[src/rtl/rv_branch_predictor_if.sv]
`default_nettype none
// ============================================================================
//  Module      : rv_branch_predictor_if
//  Description : Fetch lookup, EXECUTE resolution and statistics signals of
//                the branch predictor, bundled for the predictor port.
//  Revision    : 1.0  initial release
// ============================================================================
interface rv_branch_predictor_if #(
    parameter int PC_WIDTH  = 32,
    parameter int CNT_WIDTH = 16
);
    // Fetch-side lookup
    logic [PC_WIDTH-1:0]  i_fetch_pc;
    logic                 o_pred_taken;
    logic [PC_WIDTH-1:0]  o_pred_target;

    // EXECUTE-side resolution / training
    logic                 i_upd_valid;
    logic [PC_WIDTH-1:0]  i_upd_pc;
    logic                 i_upd_is_branch;
    logic                 i_upd_is_jump;
    logic                 i_upd_taken;
    logic [PC_WIDTH-1:0]  i_upd_target;
    logic                 i_upd_pred_taken;
    logic [PC_WIDTH-1:0]  i_upd_pred_target;
    logic                 i_invalidate;

    // Flush / redirect and statistics
    logic                 o_mispredict;
    logic [PC_WIDTH-1:0]  o_correct_pc;
    logic [CNT_WIDTH-1:0] o_branch_count;
    logic [CNT_WIDTH-1:0] o_mispredict_count;

    // Core pipeline side: drives lookup PC and resolution info
    modport master (
        output i_fetch_pc,
        input  o_pred_taken, o_pred_target,
        output i_upd_valid, i_upd_pc, i_upd_is_branch, i_upd_is_jump,
        output i_upd_taken, i_upd_target, i_upd_pred_taken, i_upd_pred_target,
        output i_invalidate,
        input  o_mispredict, o_correct_pc, o_branch_count, o_mispredict_count
    );

    // Predictor side
    modport slave (
        input  i_fetch_pc,
        output o_pred_taken, o_pred_target,
        input  i_upd_valid, i_upd_pc, i_upd_is_branch, i_upd_is_jump,
        input  i_upd_taken, i_upd_target, i_upd_pred_taken, i_upd_pred_target,
        input  i_invalidate,
        output o_mispredict, o_correct_pc, o_branch_count, o_mispredict_count
    );
endinterface
`default_nettype wire

[src/rtl/rv_branch_predictor.sv]
`default_nettype none
// ============================================================================
//  Module      : rv_branch_predictor
//  Description : Direct-mapped BTB with per-entry saturating direction
//                counters. Supplies the next fetch PC, is trained from
//                EXECUTE, flags mispredicts and keeps saturating statistics.
//  Revision    : 1.0  initial release
// ============================================================================
module rv_branch_predictor #(
    parameter int ENTRIES   = 16,
    parameter int PC_WIDTH  = 32,
    parameter int CTR_BITS  = 2,
    parameter int CNT_WIDTH = 16
) (
    input  wire logic            clk,
    input  wire logic            rst_n,
    rv_branch_predictor_if.slave bp
);

    localparam int c_IDX   = $clog2(ENTRIES);
    localparam int c_TAG_W = PC_WIDTH - c_IDX - 2;

    // Counter encodings: weakly taken is the MSB alone, weakly not-taken one below
    localparam logic [CTR_BITS-1:0]  c_WT       = CTR_BITS'(1) << (CTR_BITS - 1);
    localparam logic [CTR_BITS-1:0]  c_WNT      = c_WT - CTR_BITS'(1);
    localparam logic [CTR_BITS-1:0]  c_CTR_MAX  = '1;
    localparam logic [CNT_WIDTH-1:0] c_CNT_MAX  = '1;
    localparam logic [PC_WIDTH-1:0]  c_PC_STEP  = PC_WIDTH'(4);

    // ------------------------------------------------------------------------
    // Table storage
    // ------------------------------------------------------------------------
    logic                  r_valid  [ENTRIES];
    logic [c_TAG_W-1:0]    r_tag    [ENTRIES];
    logic [PC_WIDTH-1:0]   r_target [ENTRIES];
    logic                  r_jump   [ENTRIES];
    logic [CTR_BITS-1:0]   r_ctr    [ENTRIES];

    logic [CNT_WIDTH-1:0]  r_branch_count;
    logic [CNT_WIDTH-1:0]  r_mispredict_count;

    // ------------------------------------------------------------------------
    // Lookup (fetch side), zero latency, reads pre-update contents
    // ------------------------------------------------------------------------
    logic [c_IDX-1:0]   w_lk_idx;
    logic [c_TAG_W-1:0] w_lk_tag;
    logic               w_lk_hit;
    logic               w_lk_taken;

    assign w_lk_idx   = bp.i_fetch_pc[c_IDX+1:2];
    assign w_lk_tag   = bp.i_fetch_pc[PC_WIDTH-1:c_IDX+2];
    assign w_lk_hit   = r_valid[w_lk_idx] && (r_tag[w_lk_idx] == w_lk_tag);
    // Jumps always redirect; branches follow the counter MSB
    assign w_lk_taken = w_lk_hit && (r_jump[w_lk_idx] || r_ctr[w_lk_idx][CTR_BITS-1]);

    assign bp.o_pred_taken  = w_lk_taken;
    assign bp.o_pred_target = w_lk_taken ? r_target[w_lk_idx]
                                         : bp.i_fetch_pc + c_PC_STEP;

    // ------------------------------------------------------------------------
    // Update (EXECUTE side)
    // ------------------------------------------------------------------------
    logic [c_IDX-1:0]   w_up_idx;
    logic [c_TAG_W-1:0] w_up_tag;
    logic               w_up_hit;
    logic               w_up_ctrl;
    logic               w_up_active;
    logic               w_up_alias;
    logic               w_mispredict;

    assign w_up_idx    = bp.i_upd_pc[c_IDX+1:2];
    assign w_up_tag    = bp.i_upd_pc[PC_WIDTH-1:c_IDX+2];
    assign w_up_hit    = r_valid[w_up_idx] && (r_tag[w_up_idx] == w_up_tag);
    assign w_up_ctrl   = bp.i_upd_is_branch || bp.i_upd_is_jump;
    assign w_up_active = bp.i_upd_valid && w_up_ctrl;
    // A non-control instruction that hits means an alias entry predicted it
    assign w_up_alias  = bp.i_upd_valid && !w_up_ctrl && w_up_hit;

    // Mispredict is a pure function of the resolution inputs, no table read
    assign w_mispredict = bp.i_upd_valid &&
                          ((bp.i_upd_taken != bp.i_upd_pred_taken) ||
                           (bp.i_upd_taken && (bp.i_upd_target != bp.i_upd_pred_target)) ||
                           (!w_up_ctrl && bp.i_upd_pred_taken));

    assign bp.o_mispredict       = w_mispredict;
    assign bp.o_correct_pc       = bp.i_upd_taken ? bp.i_upd_target
                                                  : bp.i_upd_pc + c_PC_STEP;
    assign bp.o_branch_count     = r_branch_count;
    assign bp.o_mispredict_count = r_mispredict_count;

    // Table training, alias clean-up and invalidate (invalidate has last word)
    always_ff @(posedge clk or negedge rst_n) begin
        if (!rst_n) begin
            for (int i = 0; i < ENTRIES; i++) begin
                r_valid[i]  <= 1'b0;
                r_tag[i]    <= '0;
                r_target[i] <= '0;
                r_jump[i]   <= 1'b0;
                r_ctr[i]    <= c_WNT;
            end
        end else begin
            for (int i = 0; i < ENTRIES; i++) begin
                if (w_up_idx == c_IDX'(i)) begin
                    if (w_up_active) begin
                        if (w_up_hit) begin
                            r_jump[i] <= bp.i_upd_is_jump;
                            if (bp.i_upd_taken) begin
                                r_target[i] <= bp.i_upd_target;
                                if (r_ctr[i] != c_CTR_MAX) begin
                                    r_ctr[i] <= r_ctr[i] + CTR_BITS'(1);
                                end
                            end else if (r_ctr[i] != '0) begin
                                r_ctr[i] <= r_ctr[i] - CTR_BITS'(1);
                            end
                        end else if (bp.i_upd_taken) begin
                            // Allocate, replacing whatever occupied the slot
                            r_valid[i]  <= 1'b1;
                            r_tag[i]    <= w_up_tag;
                            r_target[i] <= bp.i_upd_target;
                            r_jump[i]   <= bp.i_upd_is_jump;
                            r_ctr[i]    <= c_WT;
                        end
                    end
                    if (w_up_alias) begin
                        r_valid[i] <= 1'b0;
                    end
                end
                if (bp.i_invalidate) begin
                    r_valid[i] <= 1'b0;
                end
            end
        end
    end

    // Saturating statistics, cleared only by reset
    always_ff @(posedge clk or negedge rst_n) begin
        if (!rst_n) begin
            r_branch_count     <= '0;
            r_mispredict_count <= '0;
        end else begin
            if (w_up_active && (r_branch_count != c_CNT_MAX)) begin
                r_branch_count <= r_branch_count + CNT_WIDTH'(1);
            end
            if (w_mispredict && (r_mispredict_count != c_CNT_MAX)) begin
                r_mispredict_count <= r_mispredict_count + CNT_WIDTH'(1);
            end
        end
    end

endmodule
`default_nettype wire

[src/flat_wrapper.sv]
// flat-port wrapper written by rule: the top's interface ports become plain ports
module rv_branch_predictor_flat 
#(
    parameter int ENTRIES   = 16,
    parameter int PC_WIDTH  = 32,
    parameter int CTR_BITS  = 2,
    parameter int CNT_WIDTH = 16
)
  (clk, rst_n, bp_i_fetch_pc, bp_o_pred_taken, bp_o_pred_target, bp_i_upd_valid, bp_i_upd_pc, bp_i_upd_is_branch, bp_i_upd_is_jump, bp_i_upd_taken, bp_i_upd_target, bp_i_upd_pred_taken, bp_i_upd_pred_target, bp_i_invalidate, bp_o_mispredict, bp_o_correct_pc, bp_o_branch_count, bp_o_mispredict_count);
  rv_branch_predictor_if #(.PC_WIDTH(PC_WIDTH), .CNT_WIDTH(CNT_WIDTH)) bp_i ();
  input  wire logic clk;
  input  wire logic rst_n;
  input wire logic [$bits(bp_i.i_fetch_pc)-1:0] bp_i_fetch_pc;
  output wire logic [$bits(bp_i.o_pred_taken)-1:0] bp_o_pred_taken;
  output wire logic [$bits(bp_i.o_pred_target)-1:0] bp_o_pred_target;
  input wire logic [$bits(bp_i.i_upd_valid)-1:0] bp_i_upd_valid;
  input wire logic [$bits(bp_i.i_upd_pc)-1:0] bp_i_upd_pc;
  input wire logic [$bits(bp_i.i_upd_is_branch)-1:0] bp_i_upd_is_branch;
  input wire logic [$bits(bp_i.i_upd_is_jump)-1:0] bp_i_upd_is_jump;
  input wire logic [$bits(bp_i.i_upd_taken)-1:0] bp_i_upd_taken;
  input wire logic [$bits(bp_i.i_upd_target)-1:0] bp_i_upd_target;
  input wire logic [$bits(bp_i.i_upd_pred_taken)-1:0] bp_i_upd_pred_taken;
  input wire logic [$bits(bp_i.i_upd_pred_target)-1:0] bp_i_upd_pred_target;
  input wire logic [$bits(bp_i.i_invalidate)-1:0] bp_i_invalidate;
  output wire logic [$bits(bp_i.o_mispredict)-1:0] bp_o_mispredict;
  output wire logic [$bits(bp_i.o_correct_pc)-1:0] bp_o_correct_pc;
  output wire logic [$bits(bp_i.o_branch_count)-1:0] bp_o_branch_count;
  output wire logic [$bits(bp_i.o_mispredict_count)-1:0] bp_o_mispredict_count;
  assign bp_i.i_fetch_pc = bp_i_fetch_pc;
  assign bp_o_pred_taken = bp_i.o_pred_taken;
  assign bp_o_pred_target = bp_i.o_pred_target;
  assign bp_i.i_upd_valid = bp_i_upd_valid;
  assign bp_i.i_upd_pc = bp_i_upd_pc;
  assign bp_i.i_upd_is_branch = bp_i_upd_is_branch;
  assign bp_i.i_upd_is_jump = bp_i_upd_is_jump;
  assign bp_i.i_upd_taken = bp_i_upd_taken;
  assign bp_i.i_upd_target = bp_i_upd_target;
  assign bp_i.i_upd_pred_taken = bp_i_upd_pred_taken;
  assign bp_i.i_upd_pred_target = bp_i_upd_pred_target;
  assign bp_i.i_invalidate = bp_i_invalidate;
  assign bp_o_mispredict = bp_i.o_mispredict;
  assign bp_o_correct_pc = bp_i.o_correct_pc;
  assign bp_o_branch_count = bp_i.o_branch_count;
  assign bp_o_mispredict_count = bp_i.o_mispredict_count;
  rv_branch_predictor #(.ENTRIES(ENTRIES), .PC_WIDTH(PC_WIDTH), .CTR_BITS(CTR_BITS), .CNT_WIDTH(CNT_WIDTH)) u_core (.clk(clk), .rst_n(rst_n), .bp(bp_i));
endmodule
[config.mk]
export PLATFORM = sky130hd
export DESIGN_NAME = rv_branch_predictor_flat
export DESIGN_NICKNAME = d
export VERILOG_FILES = /design/src/rtl/rv_branch_predictor_if.sv /design/src/rtl/rv_branch_predictor.sv /design/src/flat_wrapper.sv
export SDC_FILE = /design/constraint.sdc
export NUM_CORES = 2
export LEC_CHECK = 0
export BUFFER_PORTS_ARGS = -buffer_cell sky130_fd_sc_hd__buf_2
export CORE_MARGIN = 2
export CORE_UTILIZATION = 55
export CTS_BUF_LIST = sky130_fd_sc_hd__clkbuf_4
export DETAILED_ROUTE_END_ITERATION = 8
export GPL_ROUTABILITY_DRIVEN = 0
export PLACE_DENSITY = 0.72
export SLEW_MARGIN = 20
export SYNTH_ARGS = -nofsm -noshare
export SYNTH_HDL_FRONTEND = slang
export SYNTH_SLANG_ARGS = --single-unit
[constraint.sdc]
create_clock -name clk -period 5.3 [get_ports clk]
set_input_delay 0.53 -clock clk [delete_from_list [all_inputs] [get_ports clk]]
set_output_delay 0.53 -clock clk [all_outputs]
set_load 0.01 [all_outputs]
Yosys cells after proc, flatten, opt, wreduce, memory -nomap -nowiden. Index checks and enable logic that the tools add are counted.

Input port bits: 136. Word-level logic and storage cells: 451. Register bits after elaboration: 1024.

Magnitude comparators: 2. Bitwise logic cells: 3. Reduce and logical (&&, ||, !) cells: 148. Equality and inequality tests: 54. Mux-type cells: 126. $add $sub $neg: 36.

Operator list (count): $bmux 26 s4 (2); $mux 2 (67); $bmux 32 s4 (1); $mux 32 (4); $reduce_and 4->1 (32); $mux 26 (4); $reduce_bool 2->1 (49); $reduce_and 3->1 (32); $reduce_and 5->1 (16); $add 32x3->32 const B (2); $eq 26x26->1 (2); $ne 3x3->1 const B (17); $mux 1 (44); $add 16x1->16 const B (2); $add 2x1->2 const B (16); $eq 4x4->1 const B (8); $ne 16x16->1 const B (2); $ne 2x2->1 const B (16); $ne 32x32->1 (1); $sub 2x1->2 const B (16); $eq 4x3->1 const B (4); $bmux 1 s4 (3); $logic_and 1x1->1 (11); $ge 5x5->1 const B (2); 10 further kinds (16).

Depth between registers and ports, before layout.
Depth in word-level cells: 11. Mapped depth: 18. Mapped depth without buffers: 10.

Least setup slack after synthesis. No wires, ideal clock.

Path type: in2out. Start: in bp_i_fetch_pc[2]. End: out bp_o_pred_target[18]. Slack: 731 ps. Arrival: 4039 ps. Required time: 4770 ps. Stages: 11. Path buffers: 8. Cell sequence: buf_2 -> buf_4 -> buf_2 -> buf_2 -> buf_2 -> buf_2 -> buf_2 -> buf_1 -> mux4_2 -> mux4_2 -> mux2_2.

Cells in the longest elaborated chain, start to end: 8.

Ends and longest elaborated chain: start, declared (line flat_wrapper.sv:13) `input wire logic [$bits(bp_i.i_fetch_pc)-1:0] bp_i_fetch_pc;`; $not 4->5 (not written as such) (line rv_branch_predictor.sv:52, rv_branch_predictor.sv:54, rv_branch_predictor.sv:57); $bmux 26 s4 (line rv_branch_predictor.sv:52) `assign w_lk_hit = r_valid[w_lk_idx] && (r_tag[w_lk_idx] == w_lk_tag);`; $mux 26 (not written as such) (2 in series) (line rv_branch_predictor.sv:52); $eq 26x26->1 (line rv_branch_predictor.sv:52); $logic_and 1x1->1 (line rv_branch_predictor.sv:52); $logic_and 1x1->1 (line rv_branch_predictor.sv:54) `assign w_lk_taken = w_lk_hit && (r_jump[w_lk_idx] || r_ctr[w_lk_idx][CTR_BITS-1]);`; $mux 32 * (line rv_branch_predictor.sv:57) `assign bp.o_pred_target = w_lk_taken ? r_target[w_lk_idx]`; end, declared (line flat_wrapper.sv:15) `output wire logic [$bits(bp_i.o_pred_target)-1:0] bp_o_pred_target;`.

Mark *: on every way between the ends. The rest lies on a longest branch, timed or not. The select of a mux whose other input is x is not followed.

Final worst setup path.
Start: reg u_core.r_tag[185] (netlist bit). End: out bp_o_pred_target[12].

Cells in the longest elaborated chain, start to end: 7.

Ends and longest elaborated chain: start, declared (line rv_branch_predictor.sv:34) `logic [c_TAG_W-1:0] r_tag [ENTRIES];`; start signal, assigned by index (line rv_branch_predictor.sv:118) `r_tag[i] <= w_up_tag;`; $bmux 26 s4 (line rv_branch_predictor.sv:52); $mux 26 (not written as such) (2 in series) (line rv_branch_predictor.sv:52); $eq 26x26->1 (line rv_branch_predictor.sv:52); $logic_and 1x1->1 (line rv_branch_predictor.sv:52); $logic_and 1x1->1 (line rv_branch_predictor.sv:54); $mux 32 (line rv_branch_predictor.sv:57).

No other way between the ends. The select of a mux whose other input is x is not followed.

==> reports/metrics.cfg <==
[synthesis]
synth_area_per_cell_um2=14.20
synth.cell_area_mm2=0.05413
synth_warnings=0
synth_area_leaders=dfrtp_1 (47%), mux2_2 (16%), mux4_2 (15%)
yosysTopAreaCellShare_pct=46.60
synth_flop_cell=dfrtp_1
synth.distinct_cells=74
synth-seq-cells=1024
seq_area_frac_synth_pct=47.38
synthCells=3813
synth-edff-count=0
mappedNetlistNets=3956
yosys.area.top_type=dfrtp_1
synth-async-reset-ratio_pct=100.0

[pwr]
cellLeakagePower_uw=0.02738
power-per-cell-area_mw_per_mm2=353.9
peakVddDrop_mv=0.2136

[layout]
regArea_mm2=0.02564
multi_input_comb_area_mm2=0.02658
area_growth_pct=11.94
final_nets=4297
layout-drive-gt1-share_pct=49.25
fin_area_mm2=0.06059
n_fill_cell=7465

[min_path]
hp-class=input pin to register
whs_path_depth=2

[clock_tree]
clock_sinks=1024
htreeDepth=5
clk_path_buf_depth=4
insertion_delay_ps=1190
cts_tree=done
clk_pin_slew_ps=70
cts-buffers-inserted=293
cts_root_buf=clkbuf_4

[timing]
clock-skew-final_ps=107.7
max_freq_mhz=190.5
slew_violations=0
maxSlewHeadroom_pct=20.66
worstMarginPinSlew_ps=1188
fin_crit_ps=5249
hold_viol=0
period_share_pct=99.04
grt_setup_unrepaired=no
finalSetupTns_ps=0
setup_viol=0

[grt]
grt_antenna_before_repair=15
grt_pass1_wl_um=248300
globalRouteTotalUtil_pct=33.21
overflow=0
grt_max_degree=162
first_global_vias=37560

[die]
chipWidth_um=317.7
ios=234
initial_utilization_pct=55.24
die_y_um=317.7
core_mm2=0.09799
num_rows=115
dieArea_mm2=0.1009

[setup_path]
path_buf_inv=3
path_delay_family=multiplexers
worstSetupPathType=register to output port
cp_common_cell=a211oi_2
crit_cells=12
start_kind=register
reg2reg_depth=8
arrival_ps=4720
critPathSlowestCell=mux4_2
cp_max_fo=17
endpoint_kind=output port
worstPathCellList=mux4_2 > nor2b_1 > a211oi_2 > a31oi_1 > xnor2_1 > a211oi_2 > nand4_1 > nor4_4 > buf_4 > clkbuf_16 > mux2_2 > buf_2
worstPathRequired_ps=4770
cp_slowest_stage_delay_ps=450

[run]
max_cap_viol_count=0

[placement]
numPortBuffers=233
dp_hpwl_um=104800
place_area_mm2=0.05640

[routing]
vias=36910
drtIter0Drc=3864
ant_nets=0
via_per_inst=6.566
drt_first_pass_iters=9
routed_wl_um=166900
drc=0
detail_route.wl_per_cell_um=29.69

[status]
outcome=finished, final reports clean

[kinds of logic (layout without fill, tap and decap cells)]
| group | after synthesis | count (layout) | share of synthesized area (%) |
|---|---|---|---|
| XOR/XNOR | 163 | 163 | 2.638 |
| other | 0 | 5 | 0 |
| AO/OA/AOI/OAI | 301 | 301 | 3.833 |
| AND/OR/NAND/NOR | 489 | 489 | 4.126 |
| multiplexers | 1420 | 1420 | 38.04 |
| adder cells (fa/ha/maj) | 7 | 7 | 0.1618 |
| buffers and inverters | 409 | 925 | 3.823 |
| flip-flops | 1024 | 1024 | 47.38 |
[stage by stage]
step,utilization (%),instances,setup slack (ps),hold WS (ps),power (uW)
2_1_floorplan,-,3813,731.3,234.4,12890
3_3_place_gp,57.51,5076,131.3,452.4,14170
3_5_place_dp,57.55,5078,219.4,457.8,14340
4_1_cts,61.74,5613,43.88,43.74,21480
5_1_grt,61.83,5618,17.18,114.5,22390
6_report,61.83,5621,50.83,142.4,21440
[report_power, final]
part	internal (uW)	leakage [uW]	switching, uW
Clock	3760	0.00208	3330
Sequential	9160	0.0133	906
Combinational	2420	0.0120	1870
Total	15300	0.0274	6100
[area by class of cell]
| cell class | count | share of cell area (%) |
|---|---|---|
| Antenna cell | 5 | 0.02065 |
| Clock buffer | 415 | 5.142 |
| Clock inverter | 55 | 0.5287 |
| Inverter | 35 | 0.2210 |
| Multi-Input combinational cell | 2380 | 43.88 |
| Sequential cell | 1024 | 42.33 |
| Tap cell | 1287 | 2.658 |
| Timing Repair Buffer | 420 | 5.229 |
[cells in the final DEF, fill, tap and decap left out, drive strengths merged, types with 87 or more instances in the layout]
master,count
mux2i,101
nand2,227
xnor2,108
mux2,953
dfrtp,1008
o21ai,87
buf,355
clkbuf,416
mux4,366
nor2,93
[layer usage]
layer  GRT usage [%]  vias up  wire [um]
met5               0        -        149
met4           15.40       24       7608
met3           10.52      459      18470
met2           48.34     2131      73990
met1           45.72    19300      66650
li1                -    14990          -
[worst reg2reg max path: stages (launching register included)]
cell	delay, ps
dfrtp_1	400
mux4_2	590
o311ai_0	740
nor4_1	140
o211ai_1	280
or4_4	310
buf_4	240
nor2b_4	970
mux2_2	460
[state kept, by name, summed over array words and instances, names as in the netlist]
register and count:
u_core.r_target 512, u_core.r_tag 416, u_core.r_ctr 32, u_core.bp.o_branch_count 16
u_core.bp.o_mispredict_count 16, u_core.r_jump 16, u_core.r_valid 16
[cell usage after synthesis, drive strengths merged, types with 18 or more instances]
cell	instances
a22oi	30
mux2i	101
nand2	227
o21ai	87
dfrtp	1008
xnor2	108
o31ai	18
clkbuf	218
nand3	50
a21o	25
o41ai	18
xor2	55
nor3	25
nor2	93
nand4	27
a21oi	36
mux4	366
mux2	953
inv	34
buf	156
[timing repair]
action / CTS / global route
setup buffers: 0 / 2
endpoints found under the hold margin: 1108 / 0
hold buffers: 65 / 0
setup endpoints to repair: 0 / 13
resized for setup: 0 / 11
[path summary, 6_finish.rpt]
path | slack [ps] | from | to
worst max-delay path | 50 | u_core.r_tag[185] | bp_o_pred_target[12]
worst min-delay path | 140 | bp_i_upd_pc[25] | u_core.r_tag[305]
worst max register to register | 990 | u_core.r_tag[176] | u_core.r_tag[399]
worst min register to register | 470 | u_core.r_target[438] | u_core.r_target[438]
max in group asynchronous | 3670 | rst_n | u_core.r_tag[17]
min in group asynchronous | 420 | rst_n | u_core.r_valid[11]
Power figures use the tool's default switching activity.
